`src/rtl/simon_pkg.sv`:
```
// simon_pkg: shared state encoding, width defaults and Simon-32/64 known-answer
// vectors for the SIMON host controller.
package simon_pkg;

    localparam int N_DEF = 16;
    localparam int M_DEF = 4;

    typedef logic [2:0] state_t;

    localparam state_t S_IDLE     = 3'd0;
    localparam state_t S_KEY_REQ  = 3'd1;
    localparam state_t S_KEY_WAIT = 3'd2;
    localparam state_t S_DAT_REQ  = 3'd3;
    localparam state_t S_DAT_WAIT = 3'd4;
    localparam state_t S_READ     = 3'd5;
    localparam state_t S_OUT_HOLD = 3'd6;

    localparam logic [63:0] TV_KEY = 64'h1918_1110_0908_0100;
    localparam logic [31:0] TV_PT  = 32'h6565_6877;
    localparam logic [31:0] TV_CT  = 32'hc69b_e9bb;

    // States in which the host is waiting on the core and the watchdog runs.
    function automatic logic is_wait(input state_t s);
        return s inside {S_KEY_REQ, S_KEY_WAIT, S_DAT_REQ, S_DAT_WAIT};
    endfunction

endpackage

```
`src/rtl/simon_watchdog.sv`:
```
// simon_watchdog: saturating per-state wait counter; expired fires on the cycle
// whose edge would bring the count to TMO.
module simon_watchdog #(
    parameter int TMO = 255
) (
    input  logic clk,
    input  logic nR,
    input  logic clear,
    input  logic enable,
    output logic expired
);

    localparam int CW = $clog2(TMO + 1);

    logic [CW-1:0] count;

    assign expired = enable && (count >= CW'(TMO - 1));

    always_ff @(posedge clk or negedge nR) begin
        if (!nR)
            count <= '0;
        else if (clear)
            count <= '0;
        else if (enable && count != CW'(TMO))
            count <= count + 1'b1;
    end

endmodule

```
`src/rtl/simon_3264_host.sv`:
```
// simon_3264_host: stream-side host that loads keys and blocks into a SIMON
// core through its request/done handshake and returns results on a stream.
module simon_3264_host
    import simon_pkg::*;
#(
    parameter int N   = N_DEF,
    parameter int M   = M_DEF,
    parameter int TMO = 255
) (
    input  logic             clk,
    input  logic             nR,
    input  logic             key_valid,
    output logic             key_ready,
    input  logic [M*N-1:0]   key_in,
    input  logic             in_valid,
    output logic             in_ready,
    input  logic [2*N-1:0]   in_data,
    input  logic             in_mode,
    output logic             out_valid,
    input  logic             out_ready,
    output logic [2*N-1:0]   out_data,
    output logic             newKey,
    output logic             newData,
    output logic             readData,
    output logic             enc_dec,
    output logic [M*N-1:0]   KEY,
    output logic [2*N-1:0]   blockIN,
    input  logic             loadKey,
    input  logic             loadData,
    input  logic             doneKey,
    input  logic             doneData,
    input  logic [2*N-1:0]   outData,
    output logic             key_loaded,
    output logic             err
);

    state_t state, state_nx;
    logic   key_acc, blk_acc, tmo;

    // Key wins over a simultaneous block offer.
    assign in_ready = key_ready && key_loaded && !key_valid;
    assign key_acc  = key_valid && key_ready;
    assign blk_acc  = in_valid && in_ready;

    simon_watchdog #(.TMO(TMO)) u_wdog (
        .clk     (clk),
        .nR      (nR),
        .clear   (state_nx != state),
        .enable  (is_wait(state)),
        .expired (tmo)
    );

    always_comb begin
        state_nx = state;
        case (state)
            S_IDLE:     state_nx = key_acc ? S_KEY_REQ : blk_acc ? S_DAT_REQ : S_IDLE;
            S_KEY_REQ:  state_nx = loadKey ? S_KEY_WAIT : S_KEY_REQ;
            S_KEY_WAIT: state_nx = doneKey ? S_IDLE : S_KEY_WAIT;
            S_DAT_REQ:  state_nx = loadData ? S_DAT_WAIT : S_DAT_REQ;
            S_DAT_WAIT: state_nx = doneData ? S_READ : S_DAT_WAIT;
            S_READ:     state_nx = S_OUT_HOLD;
            S_OUT_HOLD: state_nx = out_ready ? S_IDLE : S_OUT_HOLD;
            default:    state_nx = S_IDLE;
        endcase
        if (tmo)
            state_nx = S_IDLE;
    end

    // Control outputs are registered decodes of the next state so they never glitch.
    always_ff @(posedge clk or negedge nR) begin
        if (!nR) begin
            state      <= S_IDLE;
            key_ready  <= 1'b0;
            newKey     <= 1'b0;
            newData    <= 1'b0;
            readData   <= 1'b0;
            out_valid  <= 1'b0;
            out_data   <= '0;
            enc_dec    <= 1'b0;
            KEY        <= '0;
            blockIN    <= '0;
            key_loaded <= 1'b0;
            err        <= 1'b0;
        end else begin
            state     <= state_nx;
            key_ready <= state_nx == S_IDLE;
            newKey    <= state_nx == S_KEY_REQ;
            newData   <= state_nx == S_DAT_REQ;
            readData  <= state_nx == S_READ;
            out_valid <= state_nx == S_OUT_HOLD;
            if (key_acc) begin
                KEY        <= key_in;
                key_loaded <= 1'b0;
                err        <= 1'b0;
            end else if (state == S_KEY_WAIT && doneKey) begin
                key_loaded <= 1'b1;
            end
            if (blk_acc) begin
                blockIN <= in_data;
                enc_dec <= in_mode;
            end
            if (state == S_READ)
                out_data <= outData;
            if (tmo) begin
                err        <= 1'b1;
                key_loaded <= 1'b0;
            end
        end
    end

endmodule

```
`config.mk`:
```
export PLATFORM = sky130hd
export DESIGN_NAME = simon_3264_host
export DESIGN_NICKNAME = d
export VERILOG_FILES = /design/src/rtl/simon_pkg.sv /design/src/rtl/simon_watchdog.sv /design/src/rtl/simon_3264_host.sv
export SDC_FILE = /design/constraint.sdc
export NUM_CORES = 1
export LEC_CHECK = 0
export CORE_MARGIN = 2
export CORE_UTILIZATION = 37
export DETAILED_ROUTE_END_ITERATION = 16
export GPL_TIMING_DRIVEN = 0
export PLACE_DENSITY = 0.79
export SYNTH_ARGS = -nofsm -noshare
export SYNTH_HDL_FRONTEND = slang
export SYNTH_SLANG_ARGS = --single-unit
```
`constraint.sdc`:
```
create_clock -name clk -period 1.59 [get_ports clk]
set_clock_uncertainty 0.05 [all_clocks]
set_input_delay 0.318 -clock clk [delete_from_list [all_inputs] [get_ports clk]]
set_output_delay 0.318 -clock clk [all_outputs]
set_load 0.01 [all_outputs]
```
==> out/qor.yml <==
critical_path:
  r2r-end: "u_wdog.count[3]"
  crit_required_ns: 1.84
  cp-start-kind: "flop"
  reg2regPathDepth: 6
  crit_path_end_kind: "flop"
  ff2ff_setup_slack_ns: -0.15
  critPathKind: "flop to flop"
  crit_path_max_fanout: 8
  worstReg2RegStart: "u_wdog.count[0]"
  cp.arrival_ns: 1.99
sta:
  drv_slew: 0
  final.min_clock_period_ns: 1.735
  finalHoldViolations: 0
  fin_crit_sh_pct: 109.1
  setup_slack_ns: -0.1452
  setup_viol: 15
  grt_setup_unrepaired: "yes"
  slew_headroom_pct: 53.67
  fmax_mhz: 576.3
  worst_slew_pin_slew_ns: 0.6949
die:
  die-width_um: 129.4
  start_util_pct: 38.12
  rows: 45
  die_y_um: 129.4
  die_area_mm2: 0.01674
  io_pins: 275
  fp.coreArea_mm2: 0.01526
synthesis:
  synth_enable_flop_cells: 0
  syn_inst: 378
  synthArstFlopShare_pct: 100.0
  netlist.area_leader.share_pct: 63.24
  synth_area_mm2: 0.005817
  yosys-top-cells-area: "dfrtp_1 (63%), mux2_2 (25%), buf_2 (0.77%)"
  syn_nets: 518
  synth_ff_type: "dfrtp_1"
  synth_seq_cells: 147
  synth.most_common_cell: "dfrtp_1"
  ys_top_cells_by_count: "dfrtp_1 (147), mux2_2 (129), buf_2 (9)"
  synth_cell_type_count: 47
  syn_avg_cell_area_um2: 15.39
  synth_top_cell_by_area: "dfrtp_1"
  yosysWarnings: 0
  ys_seq_area_share_pct: 63.24
routing:
  wirelength_um: 15540
  drtPass1Iterations: 4
  route.detailed.drc: 0
  vias: 4349
  dr.first_iter.drc_count: 126
  wl_per_cell_um: 17.15
  final_antenna_net_count: 0
  viasPerCell: 4.800
layout:
  nets: 822
  fin_util_pct: 63.11
  area_delta_synth_final_pct: 65.54
  drive_above_1_share_pct: 31.94
  diodes: 0
  design_area_mm2: 0.009629
  fillers: 1237
clock_tree:
  clk_latency_ns: 0.41
  path_clk_slew_ns: 0.06
  clock_path_buffers: 2
  clockRootBuffer: "clkbuf_16"
  numCtsBuffers: 17
  cts_max_level: 4
  cts_tree: "done"
  clock_sinks: 147
global_route:
  gr-usage-met1_pct: 20.20
  grt_max_degree: 75
  grt_pass1_wl_um: 23630
  antenna_found_initial: 0
  busiest_layer: "met2"
  grt_pass1_vias: 4620
  grt_util_met3_pct: 7.308
  grt_use_met2_pct: 31.70
  grt_use_total_pct: 18.33
  grt_overflow: 0
placement:
  preCtsSetupSlack_ns: -0.6965
  gp_congestion: 0.8334
  hpwl_um: 11540
  io_buffers: 274
  placed_area_mm2: 0.008870
status:
  violations: "negative setup slack"
  status: "complete, but fails checks"
job:
  maxCapViolCount: 0
worst_hold_path:
  min_path_type: "input pin to asynchronous set/reset pin"
power_and_ir_drop:
  max-vdd-ir-drop_v: 0.0008471
  p_leak_nw: 4.341
  p_per_area_mw_per_mm2: 1842
[sequential cells by signal, summed over array words and instances, names as in the netlist, 3 cells and up]
signal and flops:
u_wdog.count 8, blockIN 32, KEY 64, state 3, out_data 32
[power breakdown]
group / leakage [nW] / internal (mW) / switching [mW]
clock network: 0.293 / 2.61 / 1.54
registers: 1.77 / 5.51 / 0.858
logic: 2.28 / 4.01 / 3.21
total: 4.34 / 12.1 / 5.61
[logic make-up (layout without fill, tap and decap cells)]
| logic type | after synthesis | in the layout | share of synthesized area [%] |
|---|---|---|---|
| AO/OA/AOI/OAI | 33 | 33 | 4.474 |
| adder cells (fa/ha/maj) | 2 | 2 | 0.4301 |
| buffers and inverters | 20 | 337 | 1.549 |
| flip-flops | 147 | 147 | 63.24 |
| multiplexers | 131 | 131 | 25.32 |
| AND/OR/NAND/NOR | 45 | 45 | 4.991 |
[cell usage in the layout, fill, tap and decap left out, types with 2 or more instances in the layout]
master,count
dfrtp_1,144
dlygate4sd2_1,137
clkdlybuf4s50_1,135
mux2_2,129
clkbuf_16,17
buf_4,12
buf_6,10
nor2_1,7
o21ai_0,6
nand2_1,5
a211oi_2,5
inv_1,3
nand3_1,3
or3_1,3
bufinv_16,3
clkinv_4,3
clkbuf_8,3
clkinvlp_4,3
dfrtp_2,3
mux2i_1,2
o211ai_1,2
o21ai_4,2
o21ai_2,2
and3_1,2
and3b_1,2
nor3_2,2
nand2_2,2
clkbuf_2,2
buf_2,2
o31ai_1,2
or4_1,2
a21o_1,2
nor3_1,2
clkbuf_1,2
[metal layers]
layer / wire (um) / part of all wire [%] / up-vias
met5: 0 / 0 / -
met4: 375 / 2.4 / 0
met3: 1559 / 10 / 31
met2: 7775 / 50 / 209
met1: 5830 / 38 / 2128
li1: - / - / 1981
[how the worst max path moves through the flow]
stage / startpoint / to / slack [ns] / depth (start not counted)
floorplan: u_wdog.count[0] / u_wdog.count[7] / -0.01 / 6
global placement: nR / KEY[26] / -5.44 / 1
detailed placement: key_valid / blockIN[17] / -0.70 / 4
CTS: u_wdog.count[0] / u_wdog.count[6] / -0.17 / 7
global route: u_wdog.count[0] / u_wdog.count[5] / -0.21 / 5
finish: u_wdog.count[0] / u_wdog.count[3] / -0.15 / 6
[per-stage QoR]
step | total power [mW] | std cells | setup TNS [ns] | hold WS, ns
2_1_floorplan | 9.853 | 378 | -0.05578 | -0.02759
3_3_place_gp | 14.22 | 863 | -859.16 | 0.4116
3_5_place_dp | 14.50 | 864 | -64.32 | 0.3362
4_1_cts | 17.72 | 905 | -1.368 | 0.4505
5_1_grt | 18.80 | 906 | -2.387 | 0.4399
6_report | 17.73 | 906 | -1.592 | 0.4400
[repair_timing]
| item | 4_1_cts | 5_1_grt |
|---|---|---|
| pin swaps | 8 | 9 |
| gates cloned | 0 | 0 |
| setup endpoints to repair | 272 | 92 |
| resized for setup | 170 | 35 |
| setup buffers | 8 | 1 |
| hold buffers | 1 | 0 |
| hold endpoints to repair | 73 | 0 |
[layout make-up]
| cell class | count | area [um2] | share of cell area, % |
|---|---|---|---|
| clock inverter | 10 | 147.6 | 1.533 |
| sequential | 147 | 3682 | 38.24 |
| timing repair buffer | 285 | 2684 | 27.87 |
| inverter | 4 | 15.01 | 0.1559 |
| buffer | 16 | 135.1 | 1.403 |
| multi-input combinational | 211 | 2227 | 23.13 |
| clock buffer | 22 | 474.2 | 4.925 |
| tap | 211 | 264.0 | 2.742 |
[critical path, cell delays in order (launching register included)]
cell and delay [ns]:
dfrtp_1 0.41, inv_2 0.10, ha_4 0.14, o211ai_1 0.10
or2_4 0.30, a22o_4 0.32, a2111oi_4 0.20
Power figures use the tool's default switching activity.
